`config.mk`:
```
export PLATFORM = sky130hd
export DESIGN_NAME = interrupt_sequencer
export DESIGN_NICKNAME = d
export VERILOG_FILES = /design/src/rtl/interrupt_sequencer_pkg.sv /design/src/rtl/interrupt_sequencer_edge_detector.sv /design/src/rtl/interrupt_sequencer.sv
export SDC_FILE = /design/constraint.sdc
export NUM_CORES = 1
export LEC_CHECK = 0
export BUFFER_PORTS_ARGS = -buffer_cell sky130_fd_sc_hd__buf_2
export CAP_MARGIN = 20
export CORE_AREA = 4 4 42 44
export DETAILED_ROUTE_END_ITERATION = 12
export DIE_AREA = 0 0 46 48
export PLACE_DENSITY = 0.77
export SLEW_MARGIN = 25
export SYNTH_ARGS = -nofsm -noshare
export SYNTH_HDL_FRONTEND = slang
export SYNTH_SLANG_ARGS = --single-unit
```
`constraint.sdc`:
```
create_clock -name i_clk -period 3.81 [get_ports i_clk]
set_clock_uncertainty 0.15 [all_clocks]
set_input_delay 0.381 -clock i_clk [delete_from_list [all_inputs] [get_ports i_clk]]
set_output_delay 0.381 -clock i_clk [all_outputs]
set_load 0.02 [all_outputs]
```
`src/rtl/interrupt_sequencer_pkg.sv`:
```
// Shared definitions for the interrupt entry sequencer: FSM encodings,
// default parameters and the control-strobe bundle consumed by EXM.
package interrupt_sequencer_pkg;

   localparam logic [2:0] ST_IDLE       = 3'd0;
   localparam logic [2:0] ST_WAIT_SAFE  = 3'd1;
   localparam logic [2:0] ST_PUSH_PC    = 3'd2;
   localparam logic [2:0] ST_PUSH_FLAGS = 3'd3;
   localparam logic [2:0] ST_LOAD_VEC   = 3'd4;
   localparam logic [2:0] ST_SERVICE    = 3'd5;

   localparam logic [15:0] DEF_VECTOR_ADDR  = 16'h0001;
   localparam int unsigned DEF_DRAIN_CYCLES = 3;

   typedef struct packed {
      logic push_pc;
      logic push_flags;
      logic load_vector;
   } irq_ctrl_t;

endpackage

```
`src/rtl/interrupt_sequencer_edge_detector.sv`:
```
// Registered rising-edge detector with synchronous active-low reset.
// Edges are ignored in the first cycle after reset so a pin held high
// through reset is not mistaken for a new request.
module edge_detector (
   input  logic i_clk,
   input  logic i_reset,
   input  logic i_sig,
   output logic o_edge
);

   logic sig_q, sig_d;
   logic armed_q, armed_d;

   always_comb begin
      sig_d   = i_sig;
      armed_d = 1'b1;
   end

   assign o_edge = i_sig & ~sig_q & armed_q;

   always_ff @(posedge i_clk) begin
      if (!i_reset) begin
         sig_q   <= 1'b0;
         armed_q <= 1'b0;
      end else begin
         sig_q   <= sig_d;
         armed_q <= armed_d;
      end
   end

endmodule

```
`src/rtl/interrupt_sequencer.sv`:
```
// External interrupt entry: latch request, drain the pipeline, issue the
// push-PC / push-flags / load-vector strobes, then track the ISR until RTI.
//
// state       | meaning
// ------------+----------------------------------------------------------
// IDLE        | no entry in progress; leaves when a request is pending
// WAIT_SAFE   | fetch held; counting consecutive quiet pipeline cycles
// PUSH_PC     | EXM pushes the held PC
// PUSH_FLAGS  | EXM pushes Z/N/C
// LOAD_VEC    | PC loaded from mem[VECTOR_ADDR]
// SERVICE     | ISR running until RTI retires
module interrupt_sequencer
   import interrupt_sequencer_pkg::*;
#(
   parameter logic [15:0] VECTOR_ADDR  = DEF_VECTOR_ADDR,
   parameter int unsigned DRAIN_CYCLES = DEF_DRAIN_CYCLES
) (
   input  logic        i_clk,
   input  logic        i_reset,
   input  logic        i_interrupt,
   input  logic        i_stall,
   input  logic        i_ldm_busy,
   input  logic        i_branch_busy,
   input  logic        i_rti,
   output logic        o_fetch_hold,
   output logic        o_push_pc,
   output logic        o_push_flags,
   output logic        o_load_vector,
   output logic [15:0] o_vector_addr,
   output logic        o_in_service,
   output logic        o_pending
);

   localparam logic [2:0] DRAIN_TC = 3'(DRAIN_CYCLES);

   logic [2:0] state_q, state_d;
   logic [2:0] cnt_q, cnt_d;
   logic       pending_q, pending_d;
   logic [2:0] cnt_inc;
   logic       quiet;
   logic       int_edge;
   irq_ctrl_t  ctrl;

   edge_detector u_int_edge (
      .i_clk   (i_clk),
      .i_reset (i_reset),
      .i_sig   (i_interrupt),
      .o_edge  (int_edge)
   );

   assign quiet   = ~i_ldm_busy & ~i_branch_busy & ~i_stall;
   assign cnt_inc = (cnt_q == 3'd7) ? cnt_q : cnt_q + 3'd1;

   always_comb begin
      state_d = state_q;
      cnt_d   = cnt_q;
      ctrl    = '0;
      case (state_q)
         ST_IDLE: begin
            if (pending_q && !i_stall) begin
               state_d = ST_WAIT_SAFE;
               cnt_d   = 3'd0;
            end
         end
         ST_WAIT_SAFE: begin
            // Any disturbance restarts the drain window from scratch.
            if (!quiet) begin
               cnt_d = 3'd0;
            end else begin
               cnt_d = cnt_inc;
               if (cnt_inc == DRAIN_TC) state_d = ST_PUSH_PC;
            end
         end
         ST_PUSH_PC: begin
            if (!i_stall) begin
               ctrl.push_pc = 1'b1;
               state_d      = ST_PUSH_FLAGS;
            end
         end
         ST_PUSH_FLAGS: begin
            if (!i_stall) begin
               ctrl.push_flags = 1'b1;
               state_d         = ST_LOAD_VEC;
            end
         end
         ST_LOAD_VEC: begin
            if (!i_stall) begin
               ctrl.load_vector = 1'b1;
               state_d          = ST_SERVICE;
            end
         end
         ST_SERVICE: begin
            if (i_rti && !i_stall) state_d = ST_IDLE;
         end
         default: state_d = ST_IDLE;
      endcase
   end

   // A new edge coinciding with the PC push must survive for the next entry.
   assign pending_d = int_edge | (pending_q & ~ctrl.push_pc);

   always_ff @(posedge i_clk) begin
      if (!i_reset) begin
         state_q   <= ST_IDLE;
         cnt_q     <= 3'd0;
         pending_q <= 1'b0;
      end else begin
         state_q   <= state_d;
         cnt_q     <= cnt_d;
         pending_q <= pending_d;
      end
   end

   assign o_push_pc     = ctrl.push_pc;
   assign o_push_flags  = ctrl.push_flags;
   assign o_load_vector = ctrl.load_vector;
   assign o_fetch_hold  = (state_q == ST_WAIT_SAFE) || (state_q == ST_PUSH_PC) ||
                          (state_q == ST_PUSH_FLAGS) || (state_q == ST_LOAD_VEC);
   assign o_in_service  = (state_q == ST_SERVICE);
   assign o_pending     = pending_q;
   assign o_vector_addr = VECTOR_ADDR;

endmodule

```
# Yosys cells after proc, flatten, opt, wreduce, memory -nomap -nowiden
# Index checks and enable logic that the tools add are counted.
# totals
output_inout_bits	22
input_bits	7
reg_bits	9
# op_classes
addsub	1
eq_ne	14
muxes	17
n_reduce_logical	10
bitwise_logic	11
# ops
cell	n
3-bit two-way mux	10
3-bit one-hot mux with 6 select lines	1
2-bit inequality test, second input constant	6
3-bit by 2-bit == test with 1-bit output, second input constant	3
3-bit == test, second input constant	3
7-bit AND reduction	1
3-bit one-hot mux with 2 select lines	1
1-bit AND	5
1-bit two-way mux	5
1-bit NOT	5
3-bit by 1-bit adder with 3-bit output, second input constant	1
3-bit by 1-bit == test with 1-bit output, second input constant	1
3-bit logical NOT	1
1-bit logical OR	3
1-bit logical AND	2
2-bit by 1-bit inequality test with 1-bit output, second input constant	1
2-bit AND reduction	1
2-bit nonzero test	1
1-bit logical NOT	1
1-bit OR	1

# Depth between registers and ports, before layout
# Gate-level depths: netlist of run 1.
# depth
depth_word	6
ltp_mapped	5
mapped_depth_nobuf	5

# By module
# Synthesis of run 1 repeated with hierarchy kept, for this count alone.
# unflattened
hier_cells	79
hier_area_um2	633.1
# modules_own_cells
module	n_inst	area_per_inst_um2	seq_area_each_um2	cells_each
interrupt_sequencer	1	578.1	140.1	75
edge_detector	1	55.1	40.0	4

# Least setup slack after synthesis of run 1
# No wires, ideal clock.
# synth_timing
path_kind	reg2out
startpoint	reg state_q[1]
endpoint	out o_load_vector
t_required_ns	3.279
slack_ns	2.292
stages_incl_launch_ff	3
t_arrival_ns	0.987
path_buffers	0
cell_sequence	dfxtp_1 nand2b_1 nor3_1
# synth_via
elab_chain_cells	2
# synth_lines
item	line	source
start: declaration	interrupt_sequencer.sv:36	logic [2:0] state_q, state_d;
start signal: assignment	interrupt_sequencer.sv:108	state_q <= state_d;
3-bit == test	interrupt_sequencer.sv:58	case (state_q)
1-bit two-way mux	interrupt_sequencer.sv:58	
end: declaration	interrupt_sequencer.sv:28	output logic o_load_vector,
# No other way between the ends.

# Worst setup path in the final report of run 1
# layout_timing
startpoint	reg state_q[2]
endpoint	out o_push_pc
# layout_via
elab_chain_cells	2
# layout_lines
item	line	source
3-bit by 2-bit == test with 1-bit output	interrupt_sequencer.sv:58	
1-bit two-way mux	interrupt_sequencer.sv:58	
end: declaration	interrupt_sequencer.sv:26	output logic o_push_pc,
# No other way between the ends.

==> results of run 1 <==
logic make-up (layout without fill, tap and decap cells):
kind of cell | count (synthesis) | count (layout)
other cells | 2 | 16
compound gates | 11 | 11
simple gates | 32 | 32
flops | 9 | 9
buf+inv | 21 | 19
fa+ha+maj | 1 | 1
xor+xnor | 1 | 1
cell usage after synthesis, drive strengths merged:
cell type  number
nand2           8
nor2            4
nor3            3
ha              1
buf            17
and2b           2
o22ai           5
xnor2           1
nand4           1
and2            2
inv             3
o21a            1
o211ai          1
nor4            1
a21oi           1
conb            2
nand4b          1
nand3           4
a31oi           2
dfxtp           9
nor4b           1
o21ai           1
clkbuf          1
nand2b          5
cell type report:
| class | instances | area (um2) | area share |
|---|---|---|---|
| Timing Repair Buffer | 12 | 60.1 | 0.0925 |
| Multi-Input combinational cell | 61 | 352 | 0.541 |
| Clock buffer | 4 | 26.3 | 0.0405 |
| Tap cell | 16 | 20.0 | 0.0308 |
| Sequential cell | 9 | 180 | 0.277 |
| Inverter | 3 | 11.3 | 0.0173 |
registers in the layout (all words and copies together), names as in the netlist:
signal	cells
cnt_q	3
u_int_edge.armed_q	1
o_pending	1
state_q	3
u_int_edge.sig_q	1
per-layer routing:
metal	vias to the layer above	GRT usage
li1	253	-
met1	219	0.133
met2	19	0.173
met3	4	0.0376
met4	0	0.0852
met5	-	0
worst max-delay path by stage:
stage | startpoint | endpoint | slack [ns] | cells past startpoint
after detailed placement | i_stall | o_push_flags | 2.29 | 4
final | state_q[2] | o_push_pc | 2.05 | 3
after global routing | state_q[2] | o_push_pc | 1.96 | 3
after global placement | i_stall | o_push_flags | 2.31 | 4
after floorplan | state_q[1] | o_load_vector | 2.29 | 2
after CTS | state_q[2] | o_push_pc | 2.03 | 3
per-stage QoR:
| step | utilization | setup slack (ns) | instances | hold WS (ns) |
|---|---|---|---|---|
| 6_report | 0.452 | 2.05 | 105 | 0.189 |
| 5_1_grt | 0.452 | 1.96 | 105 | 0.205 |
| 4_1_cts | 0.452 | 2.03 | 105 | 0.183 |
| 3_5_place_dp | 0.434 | 2.29 | 101 | 0.325 |
| 3_3_place_gp | 0.434 | 2.31 | 101 | 0.315 |
| 2_1_floorplan | - | 2.29 | 91 | 0.259 |
critical path: stages, from the launching register on:
cell	delay [ns]
sky130_fd_sc_hd__dfxtp_1	0.37
sky130_fd_sc_hd__nand2b_1	0.23
sky130_fd_sc_hd__nor3_2	0.17
sky130_fd_sc_hd__buf_2	0.20
report_power, final:
group | total [mW] | switching [mW] | internal, mW
Combinational | 0.0349 | 0.0255 | 0.00934
Sequential | 0.0996 | 0.00292 | 0.0967
Clock | 0.0734 | 0.0330 | 0.0403
==> impl_metrics.prom, run 1 <==
# TYPE chip_impl_metric gauge
chip_impl_metric{name="post-dp-hpwl",unit="um"} 865
chip_impl_metric{name="postCtsHoldBufs",unit=""} 0
chip_impl_metric{name="number_of_synthesis_warnings",unit=""} 0
chip_impl_info{name="type_of_the_tightest_min_delay_check",value="input port to flop"} 1
chip_impl_metric{name="fill_cell_instance_count_of_the_final_layout",unit=""} 152
chip_impl_metric{name="clkLatencyLatePin",unit="ns"} 0.26
chip_impl_metric{name="clock_h_tree_levels",unit=""} 1
chip_impl_metric{name="cts_num_sinks",unit=""} 9
chip_impl_metric{name="num_rows",unit=""} 14
chip_impl_metric{name="viasPerCell",unit=""} 4.71
chip_impl_info{name="rr_endpoint",value="cnt_q[1]"} 1
chip_impl_metric{name="synth.yosys.seq_area_share",unit=""} 0.288
chip_impl_metric{name="routed_wl",unit="mm"} 1.06
chip_impl_metric{name="flow.area_growth_from_synthesis",unit="%"} 3.80
chip_impl_info{name="hold_path_end",value="u_int_edge.sig_q"} 1
chip_impl_info{name="synth.largest_area_cell",value="sky130_fd_sc_hd__dfxtp_1"} 1
chip_impl_metric{name="cts_repair_resize_count",unit=""} 0
chip_impl_metric{name="synth-xor-area-share",unit=""} 0.0140
chip_impl_metric{name="placed_cell_area",unit="um2"} 623
chip_impl_metric{name="detail_route.drc_violations",unit=""} 0
chip_impl_metric{name="die_width",unit="um"} 46
chip_impl_metric{name="tritoncts.num_buffers",unit=""} 3
chip_impl_metric{name="met3_wirelength",unit="um"} 97
chip_impl_metric{name="die_height",unit="um"} 48
chip_impl_metric{name="fmax",unit="MHz"} 569
chip_impl_metric{name="grt_max_degree",unit=""} 15
chip_impl_info{name="dominant_combinational_cell_family_by_area_after_synthesis",value="simple AND/OR/NAND/NOR gates"} 1
chip_impl_metric{name="irDropWorstVdd",unit="V"} 0.000240
chip_impl_metric{name="yosys.cell_types.count",unit=""} 29
chip_impl_info{name="min_from",value="i_interrupt"} 1
chip_impl_metric{name="m1WireLength",unit="um"} 464
chip_impl_metric{name="critical_path_peak_fanout",unit=""} 6
chip_impl_metric{name="wire_per_inst",unit="um"} 10.1
chip_impl_info{name="cts.root.buffer_cell",value="sky130_fd_sc_hd__clkbuf_4"} 1
chip_impl_metric{name="synth-compound-area-share",unit=""} 0.110
chip_impl_info{name="timing.critical_path.from_type",value="flop"} 1
chip_impl_info{name="worstSetupPathType",value="flop to primary output"} 1
chip_impl_info{name="final_common_cell",value="sky130_fd_sc_hd__conb_1"} 1
chip_impl_metric{name="timing.critical_path.arrival",unit="ns"} 1.23
chip_impl_metric{name="via_count",unit=""} 495
chip_impl_metric{name="report.final.slew_viol_count",unit=""} 0
chip_impl_metric{name="fp.coreArea",unit="um2"} 1440
chip_impl_metric{name="final_layout_size_suffix_gt1_frac",unit=""} 0.225
chip_impl_metric{name="drt_first_iter_violations",unit=""} 9
chip_impl_info{name="highest-signal-layer",value="met4"} 1
chip_impl_info{name="regToRegStartpoint",value="state_q[0]"} 1
chip_impl_metric{name="grt_antenna_before_repair",unit=""} 0
chip_impl_metric{name="r2r_slack",unit="ns"} 2.36
chip_impl_info{name="run_status",value="complete, no violations"} 1
chip_impl_metric{name="non_filler_cell_area_final",unit="um2"} 649
chip_impl_metric{name="mappedNetlistArea",unit="um2"} 626
chip_impl_metric{name="reg2regPathDepth",unit=""} 4
chip_impl_metric{name="timing.setup.tns",unit="ns"} 0
chip_impl_metric{name="timing.final.crit_period",unit="ns"} 1.76
chip_impl_metric{name="finalHoldViolCount",unit=""} 0
chip_impl_info{name="netlist_top_cells_area",value="sky130_fd_sc_hd__dfxtp_1 29%, sky130_fd_sc_hd__buf_4 19%, sky130_fd_sc_hd__o22ai_1 5.0%, sky130_fd_sc_hd__nand2_1 4.8%, sky130_fd_sc_hd__nand2b_1 4.0%"} 1
chip_impl_metric{name="hold-path-cell-count",unit=""} 2
chip_impl_info{name="mostFrequentLayoutCells",value="16 x sky130_fd_sc_hd__conb_1, 12 x sky130_fd_sc_hd__buf_2, 9 x sky130_fd_sc_hd__dfxtp_1, 8 x sky130_fd_sc_hd__nand2_1, 5 x sky130_fd_sc_hd__o22ai_1"} 1
chip_impl_metric{name="mean_instance_size_in_the_synthesized_netlist",unit="um2"} 8.12
chip_impl_metric{name="boundaryPins",unit=""} 29
chip_impl_metric{name="worst_ep_required_time",unit="ns"} 3.28
chip_impl_metric{name="numPortBuffers",unit=""} 12
chip_impl_metric{name="place_congestion",unit=""} 0.731
chip_impl_metric{name="postCtsSetupRepairBufs",unit=""} 0
chip_impl_metric{name="track_usage",unit=""} 0.114
chip_impl_metric{name="first_global_vias",unit=""} 426
chip_impl_metric{name="drv_cap",unit=""} 0
chip_impl_metric{name="number_of_flip_flops_and_latches_in_the_synthesized_netlist",unit=""} 9
chip_impl_metric{name="drtPass1Iterations",unit=""} 4
chip_impl_metric{name="synth_simple_gate_area_share",unit=""} 0.322
chip_impl_metric{name="post_layout_nets",unit=""} 98
chip_impl_metric{name="syn-instance-count",unit=""} 77
chip_impl_metric{name="grt_pass1_wl",unit="mm"} 1.76
chip_impl_metric{name="synth_top_cell_area_share",unit=""} 0.288
chip_impl_info{name="cts_tree",value="done"} 1
chip_impl_metric{name="leakage",unit="nW"} 0.309
chip_impl_metric{name="clk_pin_slew_worst_paths",unit="ns"} 0.06
chip_impl_info{name="end_kind",value="primary output"} 1
chip_impl_metric{name="detail-route-antenna-nets",unit=""} 0
chip_impl_metric{name="insertedDiodeCount",unit=""} 0
chip_impl_metric{name="floorplan.initialDensity",unit=""} 0.436
chip_impl_metric{name="synth.area.mux_share",unit=""} 0
chip_impl_metric{name="route.met2.wl",unit="um"} 468
chip_impl_metric{name="final_min_period_over_clock_period",unit=""} 0.461
chip_impl_metric{name="setup-violations-final",unit=""} 0
chip_impl_metric{name="power_density",unit="nW/um2"} 320
chip_impl_metric{name="grt_remaining_overflow",unit=""} 0
chip_impl_info{name="grt_setup_unrepaired",value="false"} 1
chip_impl_metric{name="yosys.area_share.adder",unit=""} 0.0200
chip_impl_metric{name="power",unit="uW"} 208
chip_impl_metric{name="die-area",unit="um2"} 2210
chip_impl_metric{name="clock_path_buffers",unit=""} 2
Note: power is estimated with default switching activity, not from simulation.
==> run 2: changes to the inputs <==
- CORE_AREA: 4 4 42 44 -> 4 4 43 45
- DIE_AREA: 0 0 46 48 -> 0 0 47 49
- PLACE_DENSITY: 0.77 -> 0.73
- clock period: 3.81 -> 1.65 ns (I/O delays scaled with it)
==> run 2 against run 1 <==
Non-clock buffer count up 1. Power grew 130%. Final area increased by 1.5%. Critical path type unchanged. Largest power group unchanged.
==> impl_metrics.prom, run 2 (same netlist as run 1, synthesis figures left out) <==
# TYPE chip_impl_metric gauge
chip_impl_info{name="cts_tree",value="done"} 1
chip_impl_metric{name="finalHoldViolCount",unit=""} 0
chip_impl_metric{name="drt_first_iter_violations",unit=""} 16
chip_impl_metric{name="grt_antenna_before_repair",unit=""} 0
chip_impl_metric{name="timing.final.crit_period",unit="ns"} 1.56
chip_impl_metric{name="critical_path.max_stage_delay",unit="ns"} 0.54
chip_impl_metric{name="die_width",unit="um"} 47
chip_impl_metric{name="routed_wl",unit="mm"} 1.10
chip_impl_metric{name="die-area",unit="um2"} 2300
chip_impl_metric{name="first_global_vias",unit=""} 445
chip_impl_metric{name="floorplan.initialDensity",unit=""} 0.425
chip_impl_metric{name="die_height",unit="um"} 49
chip_impl_metric{name="worst_ep_required_time",unit="ns"} 1.33
chip_impl_metric{name="leakage",unit="nW"} 0.314
chip_impl_metric{name="clock_path_buffers",unit=""} 2
chip_impl_metric{name="final_core_util",unit=""} 0.448
chip_impl_info{name="worstSetupPathType",value="flop to primary output"} 1
chip_impl_metric{name="multi_input_comb_area",unit="um2"} 352
chip_impl_metric{name="seq_area",unit="um2"} 180
chip_impl_metric{name="post_layout_nets",unit=""} 99
chip_impl_metric{name="final_layout_size_suffix_gt1_frac",unit=""} 0.222
chip_impl_info{name="run_status",value="complete, no violations"} 1
chip_impl_metric{name="detail-route-antenna-nets",unit=""} 0
chip_impl_metric{name="drtPass1Iterations",unit=""} 4
chip_impl_metric{name="hold-path-cell-count",unit=""} 1
chip_impl_metric{name="placed_cell_area",unit="um2"} 623
chip_impl_metric{name="numPortBuffers",unit=""} 12
chip_impl_info{name="type_of_the_tightest_min_delay_check",value="input port to flop"} 1
chip_impl_metric{name="flow.area_growth_from_synthesis",unit="%"} 5.40
chip_impl_info{name="final_common_cell",value="sky130_fd_sc_hd__conb_1"} 1
chip_impl_info{name="end_kind",value="primary output"} 1
chip_impl_metric{name="clk_pin_slew_worst_paths",unit="ns"} 0.06
chip_impl_info{name="critPathSlowestCell",value="sky130_fd_sc_hd__dfxtp_1"} 1
chip_impl_metric{name="reg2regPathDepth",unit=""} 4
chip_impl_metric{name="grt_pass1_wl",unit="mm"} 1.88
chip_impl_metric{name="final_min_period_over_clock_period",unit=""} 0.948
chip_impl_metric{name="irDropWorstVdd",unit="V"} 0.000501
chip_impl_metric{name="power_density",unit="nW/um2"} 733
chip_impl_info{name="regToRegStartpoint",value="state_q[0]"} 1
chip_impl_metric{name="insertedDiodeCount",unit=""} 0
chip_impl_metric{name="report.final.slew_viol_count",unit=""} 0
chip_impl_metric{name="grt_remaining_overflow",unit=""} 0
chip_impl_info{name="cp_cell_sequence",value="nand2b_4, nor2_1, buf_2"} 1
chip_impl_metric{name="crit_buf_inv",unit=""} 1
chip_impl_info{name="grt_setup_unrepaired",value="false"} 1
chip_impl_info{name="min_from",value="i_reset"} 1
chip_impl_metric{name="postCtsSetupRepairBufs",unit=""} 0
chip_impl_metric{name="r2r_slack",unit="ns"} 0.19
chip_impl_metric{name="non_filler_cell_area_final",unit="um2"} 659
chip_impl_info{name="timing.critical_path.from_type",value="flop"} 1
chip_impl_metric{name="grt_max_degree",unit=""} 15
chip_impl_metric{name="wire_per_inst",unit="um"} 10.3
chip_impl_metric{name="viasPerCell",unit=""} 4.94
chip_impl_metric{name="setup-violations-final",unit=""} 0
chip_impl_metric{name="tritoncts.num_buffers",unit=""} 3
chip_impl_metric{name="timing.critical_path.arrival",unit="ns"} 1.25
chip_impl_metric{name="boundaryPins",unit=""} 29
chip_impl_metric{name="clock_h_tree_levels",unit=""} 1
chip_impl_metric{name="fp.coreArea",unit="um2"} 1470
chip_impl_metric{name="place_congestion",unit=""} 0.736
chip_impl_info{name="cts.root.buffer_cell",value="sky130_fd_sc_hd__clkbuf_4"} 1
chip_impl_metric{name="via_count",unit=""} 524
chip_impl_metric{name="num_rows",unit=""} 14
chip_impl_metric{name="cts_num_sinks",unit=""} 9
chip_impl_info{name="mostFrequentLayoutCells",value="16 x sky130_fd_sc_hd__conb_1, 12 x sky130_fd_sc_hd__buf_2, 9 x sky130_fd_sc_hd__dfxtp_1, 8 x sky130_fd_sc_hd__nand2_1, 5 x sky130_fd_sc_hd__o22ai_1"} 1
chip_impl_info{name="hold_path_end",value="u_int_edge.armed_q"} 1
chip_impl_info{name="rr_endpoint",value="cnt_q[1]"} 1
chip_impl_metric{name="post-dp-hpwl",unit="um"} 868
chip_impl_info{name="path_delay_family",value="flip-flops"} 1
chip_impl_metric{name="drv_cap",unit=""} 0
chip_impl_metric{name="clkLatencyLatePin",unit="ns"} 0.25
chip_impl_metric{name="detail_route.drc_violations",unit=""} 0
chip_impl_info{name="top_regs",value="cnt_q: 3 flops, state_q: 3 flops"} 1
chip_impl_metric{name="fill_cell_instance_count_of_the_final_layout",unit=""} 153
chip_impl_metric{name="timing.setup.tns",unit="ns"} 0
chip_impl_metric{name="track_usage",unit=""} 0.105
chip_impl_metric{name="critical_path_peak_fanout",unit=""} 9
chip_impl_metric{name="fmax",unit="MHz"} 639
## run 2: metrics by stage
stage | power (mW) | instances | hold WS (ns) | worst slack (ns)
detailed placement | 0.314 | 101 | 0.239 | 0.211
finish | 0.483 | 106 | 0.0126 | 0.0856
global placement | 0.313 | 101 | 0.236 | 0.257
floorplan | 0.327 | 91 | 0.0427 | 0.256
CTS | 0.489 | 106 | 0.00816 | 0.0924
global route | 0.510 | 106 | 0.0252 | 0.0240
## run 2: worst reg2reg max path, delay by kind of cell, from the launching register on
| kind | cells | cell delay, ns |
|---|---|---|
| flip-flops | 1 | 0.54 |
| AND/OR/NAND/NOR | 3 | 0.53 |
| AO/OA/AOI/OAI | 1 | 0.17 |
## run 2: worst max path at each step
stage / start / end / slack (ns) / cells after the start
after CTS: state_q[0] / o_push_flags / 0.09 / 3
final: state_q[0] / o_push_flags / 0.09 / 3
after floorplan: state_q[2] / o_pending / 0.26 / 4
after global routing: state_q[2] / o_load_vector / 0.02 / 3
after global placement: cnt_q[0] / state_q[0] / 0.26 / 5
after detailed placement: state_q[0] / cnt_q[0] / 0.21 / 4
## run 2: layer usage
metal / part of all wire / GRT usage / vias up
li1: - / - / 255
met1: 0.36 / 0.126 / 232
met2: 0.51 / 0.174 / 35
met3: 0.12 / 0.0332 / 2
met4: 0.0091 / 0.0276 / 0
met5: 0 / 0 / -
## run 2: power by group
group          internal (mW)  switching, mW
sequential             0.223        0.00640
combinational         0.0231         0.0595
clock                 0.0932         0.0780
## run 2: layout make-up
| type | instances | share of cell area |
|---|---|---|
| Clock buffer | 4 | 0.0398 |
| Inverter | 3 | 0.0171 |
| Multi-Input combinational cell | 61 | 0.533 |
| Sequential cell | 9 | 0.273 |
| Tap cell | 16 | 0.0304 |
| Timing Repair Buffer | 13 | 0.106 |
## run 2: timing repair
| item | in CTS | in global routing |
|---|---|---|
| endpoints found under the hold margin | 1 | 0 |
| hold buffers | 1 | 0 |
| gates resized for setup | 0 | 0 |
==> run 3: changes to the inputs <==
- CELL_PAD_IN_SITES_DETAIL_PLACEMENT: not set -> 1
- CELL_PAD_IN_SITES_GLOBAL_PLACEMENT: not set -> 2
- CORE_AREA: 4 4 43 45 -> 4 4 57 59
- DIE_AREA: 0 0 47 49 -> 0 0 61 63
- PLACE_DENSITY: 0.73 -> not set
- PLACE_DENSITY_LB_ADDON: not set -> 0.1
==> run 3 against run 2 <==
Wire length up 26%. Sequential cell count unchanged. Sequential power about the same. Core utilization down 20 points. Power down 0.30%. Critical endpoint is now o_push_pc. Highest routed layer unchanged.
==> impl_metrics.prom, run 3 (same netlist as run 1, synthesis figures left out) <==
# TYPE chip_impl_metric gauge
chip_impl_info{name="rr_endpoint",value="cnt_q[1]"} 1
chip_impl_metric{name="report.final.slew_viol_count",unit=""} 0
chip_impl_info{name="cts.root.buffer_cell",value="sky130_fd_sc_hd__clkbuf_4"} 1
chip_impl_metric{name="power_density",unit="nW/um2"} 708
chip_impl_metric{name="worst_ep_required_time",unit="ns"} 1.33
chip_impl_metric{name="detail-route-antenna-nets",unit=""} 0
chip_impl_metric{name="setup-violations-final",unit=""} 0
chip_impl_metric{name="final_min_period_over_clock_period",unit=""} 0.929
chip_impl_metric{name="power",unit="uW"} 482
chip_impl_metric{name="leakage",unit="nW"} 0.315
chip_impl_metric{name="fmax",unit="MHz"} 652
chip_impl_metric{name="routed_wl",unit="mm"} 1.38
chip_impl_metric{name="final_layout_size_suffix_gt1_frac",unit=""} 0.244
chip_impl_metric{name="floorplan.initialDensity",unit=""} 0.231
chip_impl_metric{name="die_height",unit="um"} 63
chip_impl_metric{name="grt_max_degree",unit=""} 15
chip_impl_info{name="source_of_the_critical_timing_path",value="state_q[2]"} 1
chip_impl_metric{name="wire_per_inst",unit="um"} 11.4
chip_impl_info{name="worstSetupPathType",value="flop to primary output"} 1
chip_impl_info{name="run_status",value="complete, no violations"} 1
chip_impl_metric{name="numPortBuffers",unit=""} 12
chip_impl_metric{name="drt_first_iter_violations",unit=""} 4
chip_impl_metric{name="clock_h_tree_levels",unit=""} 1
chip_impl_info{name="grt_setup_unrepaired",value="false"} 1
chip_impl_info{name="critPathSlowestCell",value="sky130_fd_sc_hd__dfxtp_1"} 1
chip_impl_metric{name="clkLatencyLatePin",unit="ns"} 0.25
chip_impl_metric{name="flow.area_growth_from_synthesis",unit="%"} 8.80
chip_impl_metric{name="viasPerCell",unit=""} 4.16
chip_impl_metric{name="num_rows",unit=""} 19
chip_impl_metric{name="clk_pin_slew_worst_paths",unit="ns"} 0.06
chip_impl_info{name="cp_cell_sequence",value="nand2b_1, nor3_2, buf_2"} 1
chip_impl_metric{name="irDropWorstVdd",unit="V"} 0.000330
chip_impl_metric{name="post-dp-hpwl",unit="mm"} 1.14
chip_impl_info{name="mostFrequentLayoutCells",value="16 x sky130_fd_sc_hd__conb_1, 12 x sky130_fd_sc_hd__buf_2, 8 x sky130_fd_sc_hd__nand2_1, 7 x sky130_fd_sc_hd__dfxtp_1, 5 x sky130_fd_sc_hd__o22ai_1"} 1
chip_impl_metric{name="timing.setup.tns",unit="ns"} 0
chip_impl_info{name="timing.critical_path.from_type",value="flop"} 1
chip_impl_metric{name="detail_route.drc_violations",unit=""} 0
chip_impl_metric{name="post_layout_nets",unit=""} 99
chip_impl_info{name="final_common_cell",value="sky130_fd_sc_hd__conb_1"} 1
chip_impl_metric{name="cts_num_sinks",unit=""} 9
chip_impl_metric{name="r2r_slack",unit="ns"} 0.29
chip_impl_metric{name="boundaryPins",unit=""} 29
chip_impl_info{name="cts_tree",value="done"} 1
chip_impl_metric{name="grt_pass1_wl",unit="mm"} 2.27
chip_impl_metric{name="clock_path_buffers",unit=""} 2
chip_impl_metric{name="grt_antenna_before_repair",unit=""} 0
chip_impl_info{name="type_of_the_tightest_min_delay_check",value="input port to flop"} 1
chip_impl_metric{name="die-area",unit="um2"} 3840
chip_impl_metric{name="reg2regPathDepth",unit=""} 4
chip_impl_info{name="timing.critical_path.to",value="o_push_pc"} 1
chip_impl_metric{name="via_count",unit=""} 503
chip_impl_metric{name="postCtsSetupRepairBufs",unit=""} 0
chip_impl_metric{name="insertedDiodeCount",unit=""} 0
chip_impl_metric{name="timing.final.crit_period",unit="ns"} 1.53
chip_impl_metric{name="drv_cap",unit=""} 0
chip_impl_metric{name="finalHoldViolCount",unit=""} 0
chip_impl_info{name="top_regs",value="cnt_q: 3 flops, state_q: 3 flops"} 1
chip_impl_metric{name="tritoncts.num_buffers",unit=""} 3
chip_impl_metric{name="fill_cell_instance_count_of_the_final_layout",unit=""} 348
chip_impl_metric{name="timing.critical_path.arrival",unit="ns"} 1.22
chip_impl_metric{name="die_width",unit="um"} 61
chip_impl_metric{name="drtPass1Iterations",unit=""} 2
chip_impl_info{name="end_kind",value="primary output"} 1
chip_impl_metric{name="first_global_vias",unit=""} 532
chip_impl_metric{name="critical_path_peak_fanout",unit=""} 6
chip_impl_metric{name="track_usage",unit=""} 0.0792
chip_impl_info{name="regToRegStartpoint",value="state_q[2]"} 1
chip_impl_metric{name="place_congestion",unit=""} 0.714
chip_impl_metric{name="grt_remaining_overflow",unit=""} 0
chip_impl_metric{name="fp.coreArea",unit="um2"} 2710
chip_impl_metric{name="critical_path.max_stage_delay",unit="ns"} 0.37
==> run 3: critical path: cells and delay by family, from the launching register on <==
kind / cells / cell delay (ns)
flops: 1 / 0.37
simple gates: 2 / 0.40
buf+inv: 1 / 0.19
==> run 3: cell type report <==
type	instances	area, um2	area share
clock buffers	4	26.3	0.0386
repair buffers	13	70.1	0.103
multi-input cells	61	352	0.517
well taps	31	38.8	0.0570
flip-flops and latches	9	183	0.268
inverters	3	11.3	0.0165
==> run 3: per-layer routing <==
layer  vias up  routed length [um]  GRT usage
met5         -                   0          0
met4         0                   9     0.0488
met3         2                 121     0.0227
met2        15                 648      0.114
met1       230                 597      0.101
li1        256                   -          -
==> run 3: timing repair <==
action / 4_1_cts / 5_1_grt
resized for setup: 0 / 2
hold buffers: 1 / 0
setup endpoints to repair: 0 / 5
endpoints found under the hold margin: 1 / 0
==> run 3: how the worst min path moves through the flow <==
stage	from	endpoint	slack [ns]	cells after the start
final	i_reset	u_int_edge.armed_q	0.03	1
after global routing	i_reset	u_int_edge.armed_q	0.03	1
after CTS	i_reset	u_int_edge.armed_q	0.02	1
after detailed placement	i_interrupt	u_int_edge.sig_q	0.24	2
after global placement	i_interrupt	u_int_edge.sig_q	0.23	2
after floorplan	i_reset	u_int_edge.armed_q	0.04	0
==> run 3: power breakdown <==
group / total [mW] / internal (mW) / switching (mW)
clock network: 0.167 / 0.0930 / 0.0740
logic: 0.0845 / 0.0231 / 0.0614
registers: 0.230 / 0.223 / 0.00684
total: 0.482 / 0.340 / 0.142
==> run 3: through the flow <==
step	utilization	hold WS, ns	instances	worst slack [ns]	cell area [um2]
after floorplan	-	0.0427	91	0.256	678
after global placement	0.237	0.231	116	0.162	642
after detailed placement	0.237	0.239	116	0.161	642
after CTS	0.250	0.0182	121	0.0577	678
after global routing	0.251	0.0308	121	0.00501	681
final	0.251	0.0271	121	0.117	681
